`src/rtl/ppfifo_write_arbiter_if.sv`:
```
// Requester and ping-pong FIFO write-side bundle for ppfifo_write_arbiter.
// The slave modport is the arbiter's view; master is the surrounding system.
interface ppfifo_write_arbiter_if #(
  parameter int DATA_WIDTH = 32,
  parameter int NUM_REQ    = 4
);
  logic [NUM_REQ-1:0]            req;
  logic [NUM_REQ-1:0]            gnt;
  logic [NUM_REQ-1:0]            stb;
  logic [NUM_REQ*DATA_WIDTH-1:0] data;
  logic [NUM_REQ-1:0]            done;
  logic [23:0]                   space;
  logic [1:0]                    ppfifo_rdy;
  logic [1:0]                    ppfifo_act;
  logic [23:0]                   ppfifo_size;
  logic                          ppfifo_stb;
  logic [DATA_WIDTH-1:0]         ppfifo_data;

  modport slave (
    input  req, stb, data, done, ppfifo_rdy, ppfifo_size,
    output gnt, space, ppfifo_act, ppfifo_stb, ppfifo_data
  );

  modport master (
    output req, stb, data, done, ppfifo_rdy, ppfifo_size,
    input  gnt, space, ppfifo_act, ppfifo_stb, ppfifo_data
  );
endinterface

```
`src/rtl/ppfifo_write_arbiter.sv`:
```
// Round-robin sharing of one ping-pong FIFO write port among NUM_REQ packet writers.
// Optional idle-grant watchdog enabled by defining PPFIFO_ARB_TIMEOUT_EN.
module ppfifo_write_arbiter #(
  parameter int DATA_WIDTH     = 32,
  parameter int NUM_REQ        = 4,
  parameter int TIMEOUT_CYCLES = 1024
) (
  input  logic                   clk,
  input  logic                   rst,
  ppfifo_write_arbiter_if.slave  bus
);

  localparam int IDX_W = (NUM_REQ > 1) ? $clog2(NUM_REQ) : 1;

  typedef enum logic [1:0] {IDLE, GRANT, RELEASE} state_t;

  state_t                 state, state_n;
  logic [IDX_W-1:0]       winner, rr_ptr, pick_idx;
  logic [23:0]            count, count_n, size_q;
  logic [DATA_WIDTH-1:0]  win_data;
  logic                   grant_go, write_go, timeout_hit;

  // First asserted request at or after ptr, wrapping around.
  function automatic logic [IDX_W-1:0] rr_pick(input logic [NUM_REQ-1:0] r,
                                               input logic [IDX_W-1:0]   ptr);
    logic [IDX_W-1:0] idx;
    rr_pick = ptr;
    for (int k = NUM_REQ - 1; k >= 0; k--) begin
      idx = IDX_W'((int'(ptr) + k) % NUM_REQ);
      if (r[idx]) rr_pick = idx;
    end
  endfunction

  assign pick_idx = rr_pick(bus.req, rr_ptr);
  assign win_data = bus.data[int'(winner)*DATA_WIDTH +: DATA_WIDTH];
  assign count_n  = count + {23'd0, write_go};

`ifdef PPFIFO_ARB_TIMEOUT_EN
  localparam int IDLE_W = $clog2(TIMEOUT_CYCLES + 1);
  logic [IDLE_W-1:0] idle_cnt;

  assign timeout_hit = (state == GRANT) && !write_go &&
                       (idle_cnt == IDLE_W'(TIMEOUT_CYCLES - 1));

  always_ff @(posedge clk) begin
    if (rst || state != GRANT || write_go) idle_cnt <= '0;
    else                                   idle_cnt <= idle_cnt + 1'b1;
  end
`else
  assign timeout_hit = 1'b0;
`endif

  always_ff @(posedge clk) begin
    if (rst) state <= IDLE;
    else     state <= state_n;
  end

  always_comb begin
    state_n  = state;
    grant_go = 1'b0;
    write_go = 1'b0;
    case (state)
      IDLE: begin
        if (|bus.req && |bus.ppfifo_rdy && bus.ppfifo_act == 2'b00) begin
          grant_go = 1'b1;
          state_n  = GRANT;
        end
      end
      GRANT: begin
        write_go = bus.stb[winner] && (count < size_q);
        // A word strobed alongside done still lands before the release.
        if (bus.done[winner] || !bus.req[winner] || count_n >= size_q || timeout_hit)
          state_n = RELEASE;
      end
      RELEASE: state_n = IDLE;
      default: state_n = IDLE;
    endcase
  end

  // ---- write/grant stage: registered outputs, one-cycle write latency ----
  always_ff @(posedge clk) begin
    if (rst) begin
      bus.gnt         <= '0;
      bus.ppfifo_act  <= 2'b00;
      bus.ppfifo_stb  <= 1'b0;
      bus.ppfifo_data <= '0;
      bus.space       <= '0;
      count           <= '0;
      size_q          <= '0;
      winner          <= '0;
      rr_ptr          <= '0;
    end else begin
      bus.ppfifo_stb <= write_go;
      if (write_go) begin
        bus.ppfifo_data <= win_data;
        count           <= count_n;
        bus.space       <= bus.space - 24'd1;
      end
      if (grant_go) begin
        winner         <= pick_idx;
        bus.gnt        <= NUM_REQ'(1) << pick_idx;
        bus.ppfifo_act <= bus.ppfifo_rdy[0] ? 2'b01 : 2'b10;
        count          <= '0;
        size_q         <= bus.ppfifo_size;
        bus.space      <= bus.ppfifo_size;
      end
      if (state == RELEASE) begin
        bus.ppfifo_act <= 2'b00;
        bus.gnt        <= '0;
        bus.space      <= '0;
        rr_ptr         <= (int'(winner) == NUM_REQ - 1) ? '0 : winner + 1'b1;
      end
    end
  end

endmodule

```
`src/flat_wrapper.sv`:
```
// flat-port wrapper written by rule: the top's interface ports become plain ports
module ppfifo_write_arbiter_flat 
#(
  parameter int DATA_WIDTH     = 32,
  parameter int NUM_REQ        = 4,
  parameter int TIMEOUT_CYCLES = 1024
)
  (clk, rst, bus_req, bus_stb, bus_data, bus_done, bus_ppfifo_rdy, bus_ppfifo_size, bus_gnt, bus_space, bus_ppfifo_act, bus_ppfifo_stb, bus_ppfifo_data);
  ppfifo_write_arbiter_if #(.DATA_WIDTH(DATA_WIDTH), .NUM_REQ(NUM_REQ)) bus_i ();
  input  logic clk;
  input  logic rst;
  input wire logic [$bits(bus_i.req)-1:0] bus_req;
  input wire logic [$bits(bus_i.stb)-1:0] bus_stb;
  input wire logic [$bits(bus_i.data)-1:0] bus_data;
  input wire logic [$bits(bus_i.done)-1:0] bus_done;
  input wire logic [$bits(bus_i.ppfifo_rdy)-1:0] bus_ppfifo_rdy;
  input wire logic [$bits(bus_i.ppfifo_size)-1:0] bus_ppfifo_size;
  output wire logic [$bits(bus_i.gnt)-1:0] bus_gnt;
  output wire logic [$bits(bus_i.space)-1:0] bus_space;
  output wire logic [$bits(bus_i.ppfifo_act)-1:0] bus_ppfifo_act;
  output wire logic [$bits(bus_i.ppfifo_stb)-1:0] bus_ppfifo_stb;
  output wire logic [$bits(bus_i.ppfifo_data)-1:0] bus_ppfifo_data;
  assign bus_i.req = bus_req;
  assign bus_i.stb = bus_stb;
  assign bus_i.data = bus_data;
  assign bus_i.done = bus_done;
  assign bus_i.ppfifo_rdy = bus_ppfifo_rdy;
  assign bus_i.ppfifo_size = bus_ppfifo_size;
  assign bus_gnt = bus_i.gnt;
  assign bus_space = bus_i.space;
  assign bus_ppfifo_act = bus_i.ppfifo_act;
  assign bus_ppfifo_stb = bus_i.ppfifo_stb;
  assign bus_ppfifo_data = bus_i.ppfifo_data;
  ppfifo_write_arbiter #(.DATA_WIDTH(DATA_WIDTH), .NUM_REQ(NUM_REQ), .TIMEOUT_CYCLES(TIMEOUT_CYCLES)) u_core (.clk(clk), .rst(rst), .bus(bus_i));
endmodule
```
`config.mk`:
```
export PLATFORM = sky130hd
export DESIGN_NAME = ppfifo_write_arbiter_flat
export DESIGN_NICKNAME = d
export VERILOG_FILES = /design/src/rtl/ppfifo_write_arbiter_if.sv /design/src/rtl/ppfifo_write_arbiter.sv /design/src/flat_wrapper.sv
export SDC_FILE = /design/constraint.sdc
export NUM_CORES = 1
export LEC_CHECK = 0
export CAP_MARGIN = 20
export CORE_MARGIN = 5
export CORE_UTILIZATION = 50
export CTS_BUF_LIST = sky130_fd_sc_hd__clkbuf_8 sky130_fd_sc_hd__clkbuf_16
export CTS_CLUSTER_DIAMETER = 200
export CTS_CLUSTER_SIZE = 24
export DETAILED_ROUTE_END_ITERATION = 10
export GPL_ROUTABILITY_DRIVEN = 0
export GPL_TIMING_DRIVEN = 0
export PLACE_DENSITY_LB_ADDON = 0.15
export SETUP_SLACK_MARGIN = 0.5
export SLEW_MARGIN = 20
export SYNTH_ARGS = -nofsm -noshare
export SYNTH_HDL_FRONTEND = slang
export SYNTH_SLANG_ARGS = --single-unit
```
`constraint.sdc`:
```
create_clock -name clk -period 15.8 [get_ports clk]
set_input_delay 3.16 -clock clk [delete_from_list [all_inputs] [get_ports clk]]
set_output_delay 3.16 -clock clk [all_outputs]
set_load 0.02 [all_outputs]
```
Word level (Yosys, flattened, before mapping) --
Cells that the tools add are included.
Operators by class: mux-type cells 28, order comparisons 7, equal/unequal tests 5, add/subtract/negate cells 6, shift operators 2, reduce and logical (&&, ||, !) cells 14
Operators by type and width (count):
- 128-bit by 8-bit variable part select with 32-bit output | 1
- 24-bit 2-to-1 mux | 2
- 24-bit by 1-bit adder with 24-bit output | 1
- 24-bit greater-or-equal comparator | 1
- 24-bit < comparator | 1
- 24-bit by 1-bit subtractor with 24-bit output (second input constant) | 1
- 2-bit 2-to-1 mux | 8
- 2-bit by 3-bit < comparator with 1-bit output (second input constant) | 5
- 1-bit binary-select mux with 2-bit select | 7
- 1-bit 2-to-1 mux | 10
- 2-bit OR reduction | 3
- 2-bit by 1-bit adder with 2-bit output (second input constant) | 2
- 2-bit adder (second input constant) | 2
- 2-bit by 1-bit equality test with 1-bit output (second input constant) | 2
- 2-bit logical NOT | 2
- 2-bit by 1-bit inequality test with 1-bit output (second input constant) | 2
- 2-bit case mux with 2 select lines | 1
- 4-bit OR reduction | 1
- 1-bit by 2-bit << shifter with 4-bit output (first input constant) | 1
- 1-bit logical AND | 3
- 2-bit equality test (second input constant) | 1
- 1-bit logical OR | 2
- 2-bit AND reduction | 1
- 2-bit nonzero test | 1
- 1-bit logical NOT | 1
Word-level totals: flip-flop bits (word level) 117, output and inout bits 63, logic and storage cells 72, input port bits 168

Depth between registers and ports, before layout --
word-level depth 9, depth in mapped cells 27, gate-level depth less buffers 24

Worst setup path before layout --
No wires, ideal clock.
kind input to register, from input port bus_stb[1], to register u_core.state[0], path buffers 3, arrival time 7.348 ns, data required time 15.743 ns, slack 8.395 ns, setup time 0.057 ns, cell stages on the path 25, cell sequence mux4_2 -> o211ai_1 -> a21oi_1 -> nand2_1 -> a21o_1 -> clkbuf_1 -> inv_1 -> buf_2 -> buf_2 -> ha_1 -> ha_1 -> nand3_1 -> nor2_1 -> nand4_1 -> nor2_1 -> nand2_1 -> nor2_1 -> xor2_1 -> ha_1 -> nand4_1 -> nor2_1 -> a2111oi_0 -> o2111ai_1 -> a31oi_1 -> o21ba_2
On the way: longest elaborated chain between the ends 9
Ends and longest elaborated chain:
- start: declaration | line flat_wrapper.sv:13 | input wire logic [$bits(bus_i.stb)-1:0] bus_stb;
- 1-bit binary-select mux with 2-bit select | line ppfifo_write_arbiter.sv:70 | write_go = bus.stb[winner] && (count < size_q);
- 1-bit 2-to-1 mux (implied by the code) | line ppfifo_write_arbiter.sv:70
- 1-bit logical AND | line ppfifo_write_arbiter.sv:70
- 1-bit 2-to-1 mux | line ppfifo_write_arbiter.sv:62 | case (state)
- named net u_core.write_go | line ppfifo_write_arbiter.sv:21 | logic grant_go, write_go, timeout_hit;
- 24-bit by 1-bit adder with 24-bit output | line ppfifo_write_arbiter.sv:36 | assign count_n = count + {23'd0, write_go};
- named net u_core.count_n[22] | line ppfifo_write_arbiter.sv:19 | logic [23:0] count, count_n, size_q;
- 24-bit greater-or-equal comparator | line ppfifo_write_arbiter.sv:72 | if (bus.done[winner] || !bus.req[winner] || count_n >= size_q || timeout_hit)
- 1-bit logical OR | line ppfifo_write_arbiter.sv:72
- 2-bit by 1-bit inequality test with 1-bit output (no line)
- 2-bit AND reduction (no line)
- end signal: assignment | line ppfifo_write_arbiter.sv:55 | else state <= state_n;
- end: declaration | line ppfifo_write_arbiter.sv:17 | state_t state, state_n;
The timed path passes the listed nets, and every way through them passes these cells. The select of a mux whose other input is x is not followed. A chain may end at the register's enable or synchronous reset.

Final worst setup path --
from input port bus_stb[2], to register u_core.state[0]
The elaborated chain is that of the path after synthesis.

==> results <==
- The run finished with clean final reports.
- During placement, the flow inserted port buffers numbering 230.
- The final antenna-violating net count is 0.
- The setup path with the least slack is of type in2reg.
- Counting every instance in the synthesized netlist gives 825.
- The arrival time reported for the critical path endpoint is 9.12 ns.
- The placement-stage worst setup slack is 6.71 ns.
- The critical path startpoint category is a primary input.
- Synthesis inferred 117 register bits.
- The power density over the cells is about 110 mW/mm2.
- The combined flip-flop and latch cell area is 0.00234 mm2.
- The initial detailed-routing violation count is between 400 and 500.
- The clock tree buffer depth is 2.
- The layout net count is between 1k and 1.5k.
- The routed via count is a little over 7k.
- The fill cell instance count of the final layout is 1,080.
- The post-cts gate resize count is 0.
- In the layout the commonest cells are sky130_fd_sc_hd__clkdlybuf4s50_1 (230), sky130_fd_sc_hd__nand2_1 (157), sky130_fd_sc_hd__dfxtp_1 (117).
- The post-synthesis cell type with the largest combined area is sky130_fd_sc_hd__dfxtp_1.
- After floorplanning, the core was divided into 43 placement rows.
- TritonCTS built the clock tree.
- The total routed wirelength is 22,700 um.
- For the worst setup path, the data required time is approximately 16 ns.
- Global routing finished with a remaining overflow of 0.
- The clock tree root buffer cell is sky130_fd_sc_hd__clkbuf_16.
- For the worst-skew pair, the clock arrives at the later sink with an insertion delay of 0.41 ns.
- The area of the core is around 0.014 mm2.
- The first global-routing pass estimated 35,700 um of wire.
- Setup repair after global routing left no endpoint under its margin.
- The remaining routing DRC violations is 0.
- The class of the tightest hold or removal check is reg2reg.
- The repair_antennas step left the layout with diodes totalling 0.
- The number of pins with negative max-slew slack in the final report is 0.
- The clock drives 117 sinks.
- Post-CTS timing repair inserted 0 buffers for setup.
- The initial core utilization is 0.505.
- The number of synthesized flops with an enable pin is 0.
- The number of nets in the synthesized netlist is 1,044.
- Of the post-synthesis cell area, the dominant cell type holds 0.337.
- Entering global routing, the biggest net connects 17 pins.
- The count of yosys warnings during synthesis is 0.
- The clock arrives with 0.00839 ns of skew.
- The worst hold slack is roughly 0.45 ns.
- Buffers inserted to repair hold after CTS numbered 0.
- The final hold violation count is 0.
- The worst voltage drop across the vdd grid is 0.0845 mV.
- The count of distinct cell types in the synthesized netlist is 51.
- Compared with the post-synthesis result, the final layout area differs by 44.7%.
- The routed wirelength normalized by instance count is 17.9 um.
- The vias per cell is around 5.6.
- The clock buffer count from CTS is 17.
- In the global route stage, overall resource usage came out at 0.276.
- In the final layout, the share of cells above drive strength 1 is 0.0718.
- The netlist area before placement is 0.00695 mm2.
- The clock input transition at the sequential cells of the worst setup and hold paths is 0.06 ns.
- The number of antenna violations at the first check in global routing came to 0.
- For this run, the leading register cell type out of synthesis is sky130_fd_sc_hd__dfxtp_1.
- The clock period could shrink to 8.76 ns.
- The post-route worst setup slack is between 7 and 8 ns.
- The final clock period utilization by the worst path is 0.555.
- The average instance in the mapped netlist occupies 8.42 um2.
- The multi-input combinational cells in the finished layout cover a total of ~0.0043 mm2.
- The sum of negative setup slack is 0 ns.
- The slew at the pin closest to its max-slew limit is 0.845 ns.
- The tool flagged a number of max-cap violations equal to 0.
- The relative max-transition margin is 0.436.
- Static timing analysis puts the maximum clock frequency at about 0.11 GHz.
- The share of the yosys chip area belonging to registers is 0.337.
- The number of setup violations in the final report is 0.
- The die is about 130 um wide.
- After synthesis, the cell types taking the most area are sky130_fd_sc_hd__dfxtp_1 (34%), sky130_fd_sc_hd__mux4_2 (11%), sky130_fd_sc_hd__ha_1 (9.2%), sky130_fd_sc_hd__nand2_1 (8.5%), sky130_fd_sc_hd__a21oi_1 (7.3%).
- The floorplan step defined a die boundary enclosing 0.0164 mm2.
- The worst setup path is captured at a flop.
- The biggest fanout along the worst timing path is 10.
- The via count of the first global-routing pass is 7,283.
- The count of H-tree levels built during CTS is 4.
- In this run the count of I/O pins placed on the die edge is ~230.
- The leakage power is 0.00368 uW.
- The number of detailed-route iterations in the first pass is 8.
- Leaving out fill and tap cells, the most frequent cell in the layout is sky130_fd_sc_hd__clkdlybuf4s50_1.
- The die extent in y is 128 um.
- After legalization and detailed placement, the total HPWL measured 18,100 um.
- For this run, asynchronously set or reset flops after synthesis account for 0.
[final cells by class]
type,count,share of cell area
timing repair buffer,230,0.229
buffer,48,0.0187
multi-input combinational,627,0.427
clock inverter,13,0.0136
clock buffer,18,0.0437
inverter,33,0.0123
tap,180,0.0224
sequential,117,0.233
[power breakdown]
part           switching (uW)  total [uW]  internal [uW]
combinational             197         360            163
clock                     139         373            234
sequential               32.5         363            330
[cell usage after synthesis, types with 5 or more instances]
| library cell | count |
|---|---|
| sky130_fd_sc_hd__a21oi_1 | 102 |
| sky130_fd_sc_hd__buf_2 | 6 |
| sky130_fd_sc_hd__a21o_1 | 5 |
| sky130_fd_sc_hd__ha_1 | 51 |
| sky130_fd_sc_hd__nor2_1 | 62 |
| sky130_fd_sc_hd__clkbuf_1 | 38 |
| sky130_fd_sc_hd__dfxtp_1 | 117 |
| sky130_fd_sc_hd__mux4_2 | 33 |
| sky130_fd_sc_hd__xnor2_1 | 29 |
| sky130_fd_sc_hd__nand3_1 | 19 |
| sky130_fd_sc_hd__o21ai_0 | 34 |
| sky130_fd_sc_hd__or3_1 | 5 |
| sky130_fd_sc_hd__xor2_1 | 32 |
| sky130_fd_sc_hd__nor4_1 | 13 |
| sky130_fd_sc_hd__nand4_1 | 13 |
| sky130_fd_sc_hd__inv_1 | 33 |
| sky130_fd_sc_hd__nor3_1 | 11 |
| sky130_fd_sc_hd__a31oi_1 | 5 |
| sky130_fd_sc_hd__nand2_1 | 157 |
[final timing paths]
kind	end	cells after the start	slack [ns]	startpoint
setup / recovery	u_core.state[0]	26	7.04	bus_stb[2]
hold / removal	u_core.bus.ppfifo_data[17]	2	0.45	u_core.bus.ppfifo_data[17]
setup reg to reg	u_core.state[0]	26	9.32	u_core.size_q[1]
hold reg to reg	u_core.bus.ppfifo_data[17]	2	0.45	u_core.bus.ppfifo_data[17]
[through the flow]
| stage | utilization | std cells | total power [uW] | area [um2] |
|---|---|---|---|---|
| 3_5_place_dp | 0.688 | 1235 | 724 | 9480 |
| 4_1_cts | 0.730 | 1266 | 1100 | 10100 |
| 6_report | 0.730 | 1266 | 1100 | 10100 |
| 5_1_grt | 0.730 | 1266 | 1140 | 10100 |
| 2_1_floorplan | - | 825 | 569 | 6950 |
| 3_3_place_gp | 0.688 | 1235 | 719 | 9480 |
[metal layers]
metal | GRT usage | vias up | wire (um)
met5 | 0 | - | 0
met4 | 0.112 | 0 | 624
met3 | 0.0479 | 51 | 1370
met2 | 0.517 | 284 | 11900
met1 | 0.306 | 3340 | 8780
li1 | - | 3404 | -
[registers in the layout (all words and copies together) (netlist names)]
register and flops:
u_core.bus.gnt 4, u_core.winner 2, u_core.state 2, u_core.bus.space 24, u_core.rr_ptr 2, u_core.count 24, u_core.bus.ppfifo_stb 1, u_core.bus.ppfifo_act 2
u_core.bus.ppfifo_data 32, u_core.size_q 24
[cells by family after synthesis]
kind of cell / count (synthesis) / synth area share
adders and majority gates: 51 / 0.0918
buffers and inverters: 81 / 0.0448
and+or+nand+nor: 307 / 0.199
xor gates and xnor gates: 61 / 0.0769
muxes: 35 / 0.110
DFF: 117 / 0.337
AOI/OAI and AO/OA: 173 / 0.141
[critical path: stages]
cell and delay [ns]:
sky130_fd_sc_hd__clkdlybuf4s50_1 0.45, sky130_fd_sc_hd__mux4_2 0.29, sky130_fd_sc_hd__o211ai_1 0.12, sky130_fd_sc_hd__a21oi_1 0.23, sky130_fd_sc_hd__nand2_1 0.08, sky130_fd_sc_hd__a21o_1 0.15
sky130_fd_sc_hd__clkbuf_1 0.23, sky130_fd_sc_hd__inv_1 0.27, sky130_fd_sc_hd__buf_2 0.37, sky130_fd_sc_hd__buf_2 0.29, sky130_fd_sc_hd__ha_1 0.22, sky130_fd_sc_hd__ha_1 0.21
sky130_fd_sc_hd__nand3_1 0.16, sky130_fd_sc_hd__nor2_1 0.34, sky130_fd_sc_hd__nand4_1 0.24, sky130_fd_sc_hd__nor2_1 0.37, sky130_fd_sc_hd__nand2_1 0.21, sky130_fd_sc_hd__nor2_1 0.16
sky130_fd_sc_hd__xnor2_1 0.16, sky130_fd_sc_hd__ha_1 0.26, sky130_fd_sc_hd__nand4_1 0.11, sky130_fd_sc_hd__nor2_1 0.06, sky130_fd_sc_hd__a2111oi_0 0.40, sky130_fd_sc_hd__o2111ai_1 0.17
sky130_fd_sc_hd__a31oi_1 0.24, sky130_fd_sc_hd__o21ba_2 0.16
Note: power is estimated with default switching activity, not from simulation.
